### src/rtl/br_result_update_queue_pkg.sv
// rtl/br_result_update_queue_pkg.sv - shared branch-result types and queue constants
//
// Types shared between the branch-result update queue and the branch
// predictor. BranchResult is the payload carried from the execution lanes
// to the PHT/history update port.
package br_result_update_queue_pkg;

  localparam int INT_ISSUE_WIDTH     = 2;
  localparam int BR_UPD_QUEUE_DEPTH  = 8;
  localparam int ADDR_WIDTH          = 32;
  localparam int INSN_ADDR_BIT_WIDTH = 2;
  localparam int GAS_OFFSET          = 0;
  localparam int PHT_PAP_BITS        = 8;
  localparam int PHT_IDX_LSB         = INSN_ADDR_BIT_WIDTH + GAS_OFFSET;

  typedef logic [1:0] PhtEntry;

  typedef struct packed {
    logic [ADDR_WIDTH-1:0] brAddr;
    logic                  execTaken;
    logic                  mispred;
    logic                  isCondBr;
    PhtEntry               phtPrevValue;
  } BranchResult;

  // Pointer into a default-depth update queue.
  typedef logic [$clog2(BR_UPD_QUEUE_DEPTH)-1:0] BrUpdQueueIndexPath;

endpackage

### src/rtl/br_result_update_queue_if.sv
// rtl/br_result_update_queue_if.sv - producer/predictor-side bus of the branch update queue
//
// Signals:
//   inValid/inResult : resolved branches from the integer lanes
//   full             : fewer than LANES free entries, producer must stall
//   hold             : predictor busy, suppresses all update output
//   outValid/outResult : PHT/history update lanes
//   overflow         : sticky, a valid input was dropped
//   count            : queue occupancy
// Modports: slave (the queue), master (producer + predictor side).
interface br_result_update_queue_if
  import br_result_update_queue_pkg::*;
#(
  parameter int LANES = INT_ISSUE_WIDTH,
  parameter int DEPTH = BR_UPD_QUEUE_DEPTH
) ();

  logic [LANES-1:0]       inValid;
  BranchResult            inResult [LANES];
  logic                   full;
  logic                   hold;
  logic [LANES-1:0]       outValid;
  BranchResult            outResult [LANES];
  logic                   overflow;
  logic [$clog2(DEPTH):0] count;

  modport slave (
    input  inValid, inResult, hold,
    output full, outValid, outResult, overflow, count
  );

  modport master (
    output inValid, inResult, hold,
    input  full, outValid, outResult, overflow, count
  );

endinterface

### src/rtl/br_result_update_queue_storage.sv
// rtl/br_result_update_queue_storage.sv - multi-port circular register file with pointers and count
//
// Ports:
//   clk, rst     : clock, asynchronous active-low reset
//   wr_data_i    : LANES compacted write slots, slot k lands at wr_ptr+k
//   n_enq_i      : number of write slots used this cycle
//   n_deq_i      : number of entries retired from the head this cycle
//   rd_data_o    : entries at rd_ptr+k, k = 0..LANES-1
//   count_o      : registered occupancy
module br_result_update_queue_storage
  import br_result_update_queue_pkg::*;
#(
  parameter int LANES = INT_ISSUE_WIDTH,
  parameter int DEPTH = BR_UPD_QUEUE_DEPTH,
  localparam int PTR_W = $clog2(DEPTH),
  localparam int CNT_W = PTR_W + 1
) (
  input  logic              clk,
  input  logic              rst,
  input  BranchResult       wr_data_i [LANES],
  input  logic [CNT_W-1:0]  n_enq_i,
  input  logic [CNT_W-1:0]  n_deq_i,
  output BranchResult       rd_data_o [LANES],
  output logic [CNT_W-1:0]  count_o
);

  BranchResult      mem_q [DEPTH];
  logic [PTR_W-1:0] wr_ptr_q, wr_ptr_d;
  logic [PTR_W-1:0] rd_ptr_q, rd_ptr_d;
  logic [CNT_W-1:0] count_q, count_d;

  // Payload storage carries no reset; only pointers define which slots are live.
  always_ff @(posedge clk) begin
    for (int k = 0; k < LANES; k++) begin
      if (CNT_W'(k) < n_enq_i) begin
        mem_q[wr_ptr_q + PTR_W'(k)] <= wr_data_i[k];
      end
    end
  end

  always_comb begin
    // n_enq/n_deq never exceed LANES <= DEPTH/2, so the low bits are exact.
    wr_ptr_d = wr_ptr_q + n_enq_i[PTR_W-1:0];
    rd_ptr_d = rd_ptr_q + n_deq_i[PTR_W-1:0];
    count_d  = count_q + n_enq_i - n_deq_i;
  end

  always_ff @(posedge clk or negedge rst) begin
    if (!rst) begin
      wr_ptr_q <= '0;
      rd_ptr_q <= '0;
      count_q  <= '0;
    end else begin
      wr_ptr_q <= wr_ptr_d;
      rd_ptr_q <= rd_ptr_d;
      count_q  <= count_d;
    end
  end

  always_comb begin
    for (int k = 0; k < LANES; k++) begin
      rd_data_o[k] = mem_q[rd_ptr_q + PTR_W'(k)];
    end
  end

  assign count_o = count_q;

endmodule

### src/rtl/br_result_update_queue.sv
// rtl/br_result_update_queue.sv - in-order branch-result queue feeding the PHT update port
//
// Buffers resolved branches and replays them in order, never issuing two
// update lanes in one cycle that hit the same PHT index.
// Optional feature macro: BR_UPDATE_BYPASS_EN (zero-latency path when empty).
//
// Ports:
//   clk  : clock
//   rst  : asynchronous active-low reset
//   bus  : br_result_update_queue_if.slave (inputs, full, hold, outputs,
//          overflow, count)
module br_result_update_queue
  import br_result_update_queue_pkg::*;
#(
  parameter int LANES    = INT_ISSUE_WIDTH,
  parameter int DEPTH    = BR_UPD_QUEUE_DEPTH,
  parameter int IDX_BITS = PHT_PAP_BITS,
  parameter int IDX_LSB  = PHT_IDX_LSB,
  localparam int CNT_W   = $clog2(DEPTH) + 1
) (
  input logic                    clk,
  input logic                    rst,
  br_result_update_queue_if.slave bus
);

  BranchResult      cmp     [LANES];
  BranchResult      src     [LANES];
  BranchResult      wr_data [LANES];
  BranchResult      rd_data [LANES];
  logic [CNT_W-1:0] count_q;
  logic [CNT_W-1:0] n_in, n_acc, n_out, n_deq, n_byp, n_enq, avail;
  logic             full, accept, byp, go, conflict;
  logic             overflow_q, overflow_d;

  br_result_update_queue_storage #(
    .LANES (LANES),
    .DEPTH (DEPTH)
  ) u_storage (
    .clk       (clk),
    .rst       (rst),
    .wr_data_i (wr_data),
    .n_enq_i   (n_enq),
    .n_deq_i   (n_deq),
    .rd_data_o (rd_data),
    .count_o   (count_q)
  );

  assign full   = count_q > CNT_W'(DEPTH - LANES);
  assign accept = !full;

  // Compact valid input lanes so that slot 0 holds the lowest valid lane.
  always_comb begin
    n_in = '0;
    for (int k = 0; k < LANES; k++) cmp[k] = '0;
    for (int i = 0; i < LANES; i++) begin
      if (bus.inValid[i]) begin
        for (int k = 0; k < LANES; k++) begin
          if (CNT_W'(k) == n_in) cmp[k] = bus.inResult[i];
        end
        n_in = n_in + CNT_W'(1);
      end
    end
    n_acc = accept ? n_in : '0;
  end

`ifdef BR_UPDATE_BYPASS_EN
  assign byp = (count_q == '0) && !bus.hold;
`else
  assign byp = 1'b0;
`endif

  // Output selection: candidates come from the queue head or, when bypassing,
  // straight from the compacted inputs. A lane issues only if every earlier
  // lane issued and its PHT index differs from all of them; the first
  // blocked lane stops the scan so order is preserved.
  always_comb begin
    avail = byp ? n_acc : count_q;
    go    = !bus.hold;
    n_out = '0;
    for (int k = 0; k < LANES; k++) begin
      src[k]           = byp ? cmp[k] : rd_data[k];
      bus.outResult[k] = src[k];
      bus.outValid[k]  = 1'b0;
    end
    for (int k = 0; k < LANES; k++) begin
      conflict = 1'b0;
      for (int j = 0; j < k; j++) begin
        if (src[j].brAddr[IDX_LSB +: IDX_BITS] == src[k].brAddr[IDX_LSB +: IDX_BITS]) begin
          conflict = 1'b1;
        end
      end
      if (go && (CNT_W'(k) < avail) && !conflict) begin
        bus.outValid[k] = 1'b1;
        n_out           = CNT_W'(k + 1);
      end else begin
        go = 1'b0;
      end
    end
  end

  // Bypassed inputs skip storage; the remainder (e.g. a conflicted lane 1)
  // is written starting at slot 0.
  always_comb begin
    n_deq = byp ? '0 : n_out;
    n_byp = byp ? n_out : '0;
    n_enq = n_acc - n_byp;
    for (int k = 0; k < LANES; k++) begin
      wr_data[k] = '0;
      for (int j = 0; j < LANES; j++) begin
        if (CNT_W'(j) == CNT_W'(k) + n_byp) wr_data[k] = cmp[j];
      end
    end
  end

  assign overflow_d = overflow_q | (full & (|bus.inValid));

  always_ff @(posedge clk or negedge rst) begin
    if (!rst) begin
      overflow_q <= 1'b0;
    end else begin
      overflow_q <= overflow_d;
    end
  end

  assign bus.full     = full;
  assign bus.overflow = overflow_q;
  assign bus.count    = count_q;

endmodule

### src/flat_wrapper.sv
// flat-port wrapper written by rule: the top's interface ports become plain ports
module br_result_update_queue_flat import br_result_update_queue_pkg::*;
#(
  parameter int LANES    = INT_ISSUE_WIDTH,
  parameter int DEPTH    = BR_UPD_QUEUE_DEPTH,
  parameter int IDX_BITS = PHT_PAP_BITS,
  parameter int IDX_LSB  = PHT_IDX_LSB,
  localparam int CNT_W   = $clog2(DEPTH) + 1
)
  (clk, rst, bus_inValid, bus_inResult, bus_hold, bus_full, bus_outValid, bus_outResult, bus_overflow, bus_count);
  br_result_update_queue_if #(.LANES(LANES), .DEPTH(DEPTH)) bus_i ();
  input logic clk;
  input logic rst;
  input wire logic [$bits(bus_i.inValid)-1:0] bus_inValid;
  input wire logic [$bits(bus_i.inResult)-1:0] bus_inResult;
  input wire logic [$bits(bus_i.hold)-1:0] bus_hold;
  output wire logic [$bits(bus_i.full)-1:0] bus_full;
  output wire logic [$bits(bus_i.outValid)-1:0] bus_outValid;
  output wire logic [$bits(bus_i.outResult)-1:0] bus_outResult;
  output wire logic [$bits(bus_i.overflow)-1:0] bus_overflow;
  output wire logic [$bits(bus_i.count)-1:0] bus_count;
  assign bus_i.inValid = bus_inValid;
  assign bus_i.inResult = {>>{bus_inResult}};
  assign bus_i.hold = bus_hold;
  assign bus_full = bus_i.full;
  assign bus_outValid = bus_i.outValid;
  assign bus_outResult = {>>{bus_i.outResult}};
  assign bus_overflow = bus_i.overflow;
  assign bus_count = bus_i.count;
  br_result_update_queue #(.LANES(LANES), .DEPTH(DEPTH), .IDX_BITS(IDX_BITS), .IDX_LSB(IDX_LSB)) u_core (.clk(clk), .rst(rst), .bus(bus_i));
endmodule
### config.mk
export PLATFORM = sky130hd
export DESIGN_NAME = br_result_update_queue_flat
export DESIGN_NICKNAME = d
export VERILOG_FILES = /design/src/rtl/br_result_update_queue_pkg.sv /design/src/rtl/br_result_update_queue_if.sv /design/src/rtl/br_result_update_queue_storage.sv /design/src/rtl/br_result_update_queue.sv /design/src/flat_wrapper.sv
export SDC_FILE = /design/constraint.sdc
export NUM_CORES = 1
export LEC_CHECK = 0
export CAP_MARGIN = 5
export CORE_ASPECT_RATIO = 0.9
export CORE_MARGIN = 5
export CORE_UTILIZATION = 51
export CTS_BUF_LIST = sky130_fd_sc_hd__clkbuf_8
export DETAILED_ROUTE_END_ITERATION = 7
export PLACE_DENSITY = 0.71
export SETUP_SLACK_MARGIN = 0.15
export SYNTH_ARGS = -nofsm -noshare
export SYNTH_HDL_FRONTEND = slang
export SYNTH_SLANG_ARGS = --single-unit
### constraint.sdc
create_clock -name clk -period 5.9 [get_ports clk]
set_clock_uncertainty 0.15 [all_clocks]
set_input_delay 1.18 -clock clk [delete_from_list [all_inputs] [get_ports clk]]
set_output_delay 1.18 -clock clk [all_outputs]
set_load 0.1 [all_outputs]
Word-level counts from Yosys, hierarchy flattened
Memories as Yosys holds them, arrays and structs flattened.
Index checks and enable logic that the tools add are counted.
W data, S select, Z words.
- input bits: 79
- memories: 1
- register bits after elaboration: 11
- output and inout port bits: 82
- memory bits (writable): 296
- word-level logic and storage cells: 45
- memory list (name ; depth ; bits a word ; rd ports ; clocked after memory_dff ; wr ports ; RTL line ; text):
    u_core.u_storage.mem_q ; 8 ; 37 ; 2 ; 0 ; 2 ; br_result_update_queue_storage.sv:27 ; BranchResult mem_q [DEPTH];
- order comparisons: 5
- equal/unequal tests: 2
- reductions and logical operators: 7
- bitwise logic cells: 2
- mux-type cells: 17
- add/sub/neg operators: 7
- operator list (kind ; number):
    $mux W37 ; 3
    $mux W74 ; 1
    $lt A1 B4 Y1 const A ; 4
    $mux W1 ; 10
    $eq A8 B8 Y1 ; 1
    $mux W4 ; 2
    $add A3 B1 Y3 const B ; 2
    $add A3 B3 Y3 ; 2
    $add A4 B4 Y4 ; 1
    $gt A4 B3 Y1 const B ; 1
    $logic_not A4 Y1 ; 1
    $sub A4 B4 Y4 ; 1
    $logic_and A1 B1 Y1 ; 3
    $add A1 B1 Y2 const B ; 1
    $logic_not A1 Y1 ; 2
    $mux W2 ; 1
    $reduce_or A2 Y1 ; 1
    $and A1 B1 Y1 ; 1
    $eq A1 B1 Y1 const A ; 1
    $or A1 B1 Y1 ; 1

Depth between registers and ports, before layout
An unclocked memory read counts as a cell.
- depth after elaboration: 8
- gate-level depth with buffers: 15
- mapped depth without buffers: 13

By module
From an unflattened synthesis, not the netlist that was laid out.
- cells, all modules: 1343
- area, all modules: 19276.0 sq um
- modules (own cells, without submodules) (module ; cells each ; sequential area each (sq um) ; instances ; area an instance (sq um)):
    br_result_update_queue_storage ; 1224 ; 9138.8 ; 1 ; 18396.4
    br_result_update_queue ; 119 ; 25.0 ; 1 ; 879.6

Least setup slack after synthesis
OpenSTA, ideal clock, no wires.
- kind: reg-to-reg
- start point: register u_core.u_storage.count_q[2] (netlist: u_core.u_storage.count_o[2])
- end point: register u_core.u_storage.count_q[2] (netlist: u_core.u_storage.count_o[2])
- data required time: 5.627 ns
- period minus slack after synthesis: 4.843 ns
- setup time: 0.123 ns
- data arrival time: 4.571 ns
- buffers on the path: 0
- slack: 1.057 ns
- cell stages (with the launch flop): 13
- cells stage by stage: dfrtp_1 inv_1 ha_1 nor2b_1 a21oi_1 o211ai_1 o2bb2ai_1 ha_1 inv_1 ha_1 inv_1 fa_1 xnor2_1
- cells in the longest elaborated chain, start to end: 7
- elaborated cells on any way between the ends: 12
- those cells by class: 2 x add/sub; 3 x order compare; 4 x mux; 3 x reduce/logical
- ends and longest elaborated chain (element ; RTL line ; text):
    start: declaration ; br_result_update_queue_storage.sv:30 ; logic [CNT_W-1:0] count_q, count_d;
    start signal: assignment ; br_result_update_queue_storage.sv:56 ; count_q <= count_d;
    parallel branches: the longest is 6 deep, another holds $gt A4 B3 Y1 ; - ;
    $sub A4 B4 Y4 * ; br_result_update_queue_storage.sv:45 ; count_d = count_q + n_enq_i - n_deq_i;
    via u_core.u_storage.count_d[2] ; br_result_update_queue_storage.sv:30 ;
Mark *: on every way through the listed nets, which the timed path passes.

Final worst setup path
- start point: register u_core.u_storage.rd_ptr_q[1]
- end point: output port bus_outResult[45]
- cells in the longest elaborated chain, start to end: 1
- ends and longest elaborated chain (element ; RTL line ; text):
    start: declaration ; br_result_update_queue_storage.sv:29 ; logic [PTR_W-1:0] rd_ptr_q, rd_ptr_d;
    start signal: assignment ; br_result_update_queue_storage.sv:55 ; rd_ptr_q <= rd_ptr_d;
    $mem_v2 Z8 W37 ; - ;
    end: declaration ; flat_wrapper.sv:19 ; output wire logic [$bits(bus_i.outResult)-1:0] bus_outResult;
No other way between the ends.

==> impl_results.md <==
* Status: finished clean
* Filler cells at between 3,000 and 4,000
* Fin crit share at 93.1%
* Post-Route WL at 57.3 mm
* Worst-path clk slew at 0.06 ns
* Die H at 202 um
* Worst path arrival time at 4.16 ns
* Bufs on Longest Clock Path at 3
* Main flop type after synthesis: edfxtp_1
* Synthesis-to-finish area growth at 13.5%
* Dpl cells at roughly 2,100
* Post-DP HPWL at 34.5 mm
* Unrepaired setup endpoints after global routing: no
* Via/cell ratio at between 6 and 7
* H-tree depth at 2
* CTS Sinks at 307
* Initial antenna violation count at 2
* HP Class: reg -> reg
* Num rows at 70
* Synth Net Count at 1,644
* Grt ovf at 0
* Chain of cells forming the critical path: buf_4, buf_4, mux2i_1, mux2_2, mux2i_1, clkdlybuf4s50_1
* Vias at 14,506
* Warnings, synthesis at 0
* Setup TNS at 0 ns
* Tmin final at 5.49 ns
* Layout cell share with drive strength beyond 1 at 24.8%
* Max Cap Violations at 0
* Synth unique cells at 44
* Yosys reg bits at 307
* Asr flop ratio synth at around 3.6%
* Clk Latency, worst-skew pair at 0.63 ns
* Post-synth EDFFs at 296
* Synth Cell Area at approximately 21,000 um2
* Synthesized area per cell at approximately 13 um2
* Req. time, crit path at 4.57 ns
* Final setup viols at 0
* Drt drc at 0
* Starting Density at 51.5%
* Tightest Pin Transition at about 1.2 ns
* Post-synthesis cell count at between 1,500 and 2,000
* Number of global-route vias before repair at 14,334
* Layout Nets at around 1,700
* Drt first pass iters at 5
* Seq/Total Area, Yosys at about 44%
* Port Buf Inserts at 160
* Tot GR Track Use at 24.7%
* Global-route wire length before repair at 86.9 mm
* Core area at 40,600 um2
* Hold-fix buffers, CTS at 0
* CTS resizes at 0
* Io pins at 161
* CP Capture Type: primary output
* Final hold violations at 0
* Antenna Nets Post-Route at 0
* TritonCTS clock tree: built
* Worst path max stage delay at 1.19 ns
* Final Max Tran Viols at 0
* Die ar. at 45,100 um2
* Placer Congestion at 0.781
* Slowest stage cell on the critical path: clkdlybuf4s50_1
* Fin cells at roughly 2,200
* CP max FO at 41
* Iter 0 DRT Violations at 1,222
* CTS Buf Count at 53
* Rel. slew slack at approximately a fifth
* Setup crit start kind: flop
* Setup bufs post-CTS at 0
* CTS root buf: clkbuf_8
* Wire per inst at 26.5 um
* Pin count of the biggest net entering global routing at around 220
* Hold Slack at 0.345 ns
* Crit Path Class: reg -> out
* Die X at 223 um
* Max frequency at 0.182 GHz
==> worst paths after layout <==
check / start / to / slack, ns / depth (start not counted)
setup / recovery: u_core.u_storage.rd_ptr_q[1] / bus_outResult[45] / 0.41 / 6
min in group asynchronous: rst / u_core.u_storage.rd_ptr_q[0] / 0.84 / 1
hold reg to reg: u_core.bus.overflow / u_core.bus.overflow / 0.35 / 1
setup reg to reg: u_core.u_storage.rd_ptr_q[0] / u_core.u_storage.count_o[3] / 1.05 / 12
max in group asynchronous: rst / u_core.u_storage.rd_ptr_q[1] / 4.25 / 1
hold / removal: u_core.bus.overflow / u_core.bus.overflow / 0.35 / 1
==> Yosys cell counts (3+ instances only) <==
cell type  instances  share of area, %
o22ai_1          300               9.0
buf_1             21              0.38
ha_1              12              0.72
o21bai_1           6              0.22
buf_4             23              0.83
xnor2_1           14              0.59
dfrtp_1           11               1.3
buf_2             50               1.2
edfxtp_1         296                43
buf_6              3              0.16
fa_1               4              0.38
nor3_2             4              0.19
xor2_1             6              0.25
mux2_2            74               4.0
nand2_1           41              0.74
and2_1            38               1.1
inv_1             13              0.23
clkbuf_1         127               2.3
mux4_2           150                16
nand2b_1           3             0.090
mux4_1            12               1.5
nor2_1             5             0.090
mux2i_1          311                15
==> per-stage QoR <==
step	utilization (%)	worst slack (ns)	cell area, um2
final	58.4	0.406	23700
after global routing	58.4	0.282	23700
after CTS	58.4	0.388	23700
after detailed placement	55.8	1.05	22600
after global placement	55.8	1.07	22600
after floorplan	-	1.06	20900
==> cell families (layout without fill, tap and decap cells) <==
| logic type | after synthesis | count (layout) | synth area share (%) |
|---|---|---|---|
| AO/OA/AOI/OAI | 319 | 319 | 9.65 |
| XOR/XNOR | 21 | 21 | 0.971 |
| adder cells (fa/ha/maj) | 16 | 16 | 1.10 |
| buffers and inverters | 239 | 312 | 5.20 |
| flip-flops | 307 | 307 | 43.9 |
| multiplexers | 547 | 547 | 36.6 |
| other | 0 | 1 | 0 |
| AND/OR/NAND/NOR | 100 | 100 | 2.58 |
==> per-layer routing <==
| metal | vias to the layer above | part of all wire (%) | track usage, % |
|---|---|---|---|
| li1 | 6412 | - | - |
| met1 | 7335 | 41 | 33.8 |
| met2 | 638 | 50 | 41.4 |
| met3 | 119 | 7.0 | 3.51 |
| met4 | 2 | 2.7 | 7.48 |
| met5 | - | 0.035 | 0 |
==> worst max-delay path, delay by kind of cell, from the launching register on <==
family	cells	cell delay [ns]
flops	1	0.42
mux	3	0.70
buf+inv	3	2.38
==> state kept, by name, summed over array words and instances (netlist names) <==
register and count:
u_core.u_storage.rd_ptr_q 3, u_core.u_storage.mem_q 296, u_core.u_storage.count_o 4, u_core.u_storage.wr_ptr_q 3, u_core.bus.overflow 1
==> area by class of cell <==
class,count,area (um2),area share (%)
clock inverters,44,299,1.26
multi-input cells,1003,10800,45.5
diodes,1,2.50,0.0106
well taps,540,676,2.85
inverters,14,60.1,0.253
repair buffers,198,1920,8.12
flip-flops and latches,307,9170,38.7
clock buffers,56,771,3.25
==> placed cells by master, fill, tap and decap left out, types with 4 or more instances in the layout <==
cell / n
mux4_1: 12
and2_1: 38
nand2_1: 41
mux2_2: 74
inv_1: 28
mux2i_1: 311
clkinv_1: 11
dfrtp_1: 8
o21bai_4: 4
clkbuf_8: 56
mux4_2: 150
bufinv_16: 4
o22ai_1: 296
xor2_1: 6
nor3_4: 4
nor2_4: 4
buf_12: 11
clkdlybuf4s50_1: 121
buf_4: 65
edfxtp_1: 296
o22ai_4: 4
ha_1: 11
fa_1: 4
xnor2_1: 14
clkinv_2: 11
Power is not shown: default switching activity piles up to over one toggle a cycle in this logic, so the estimate is an artifact.
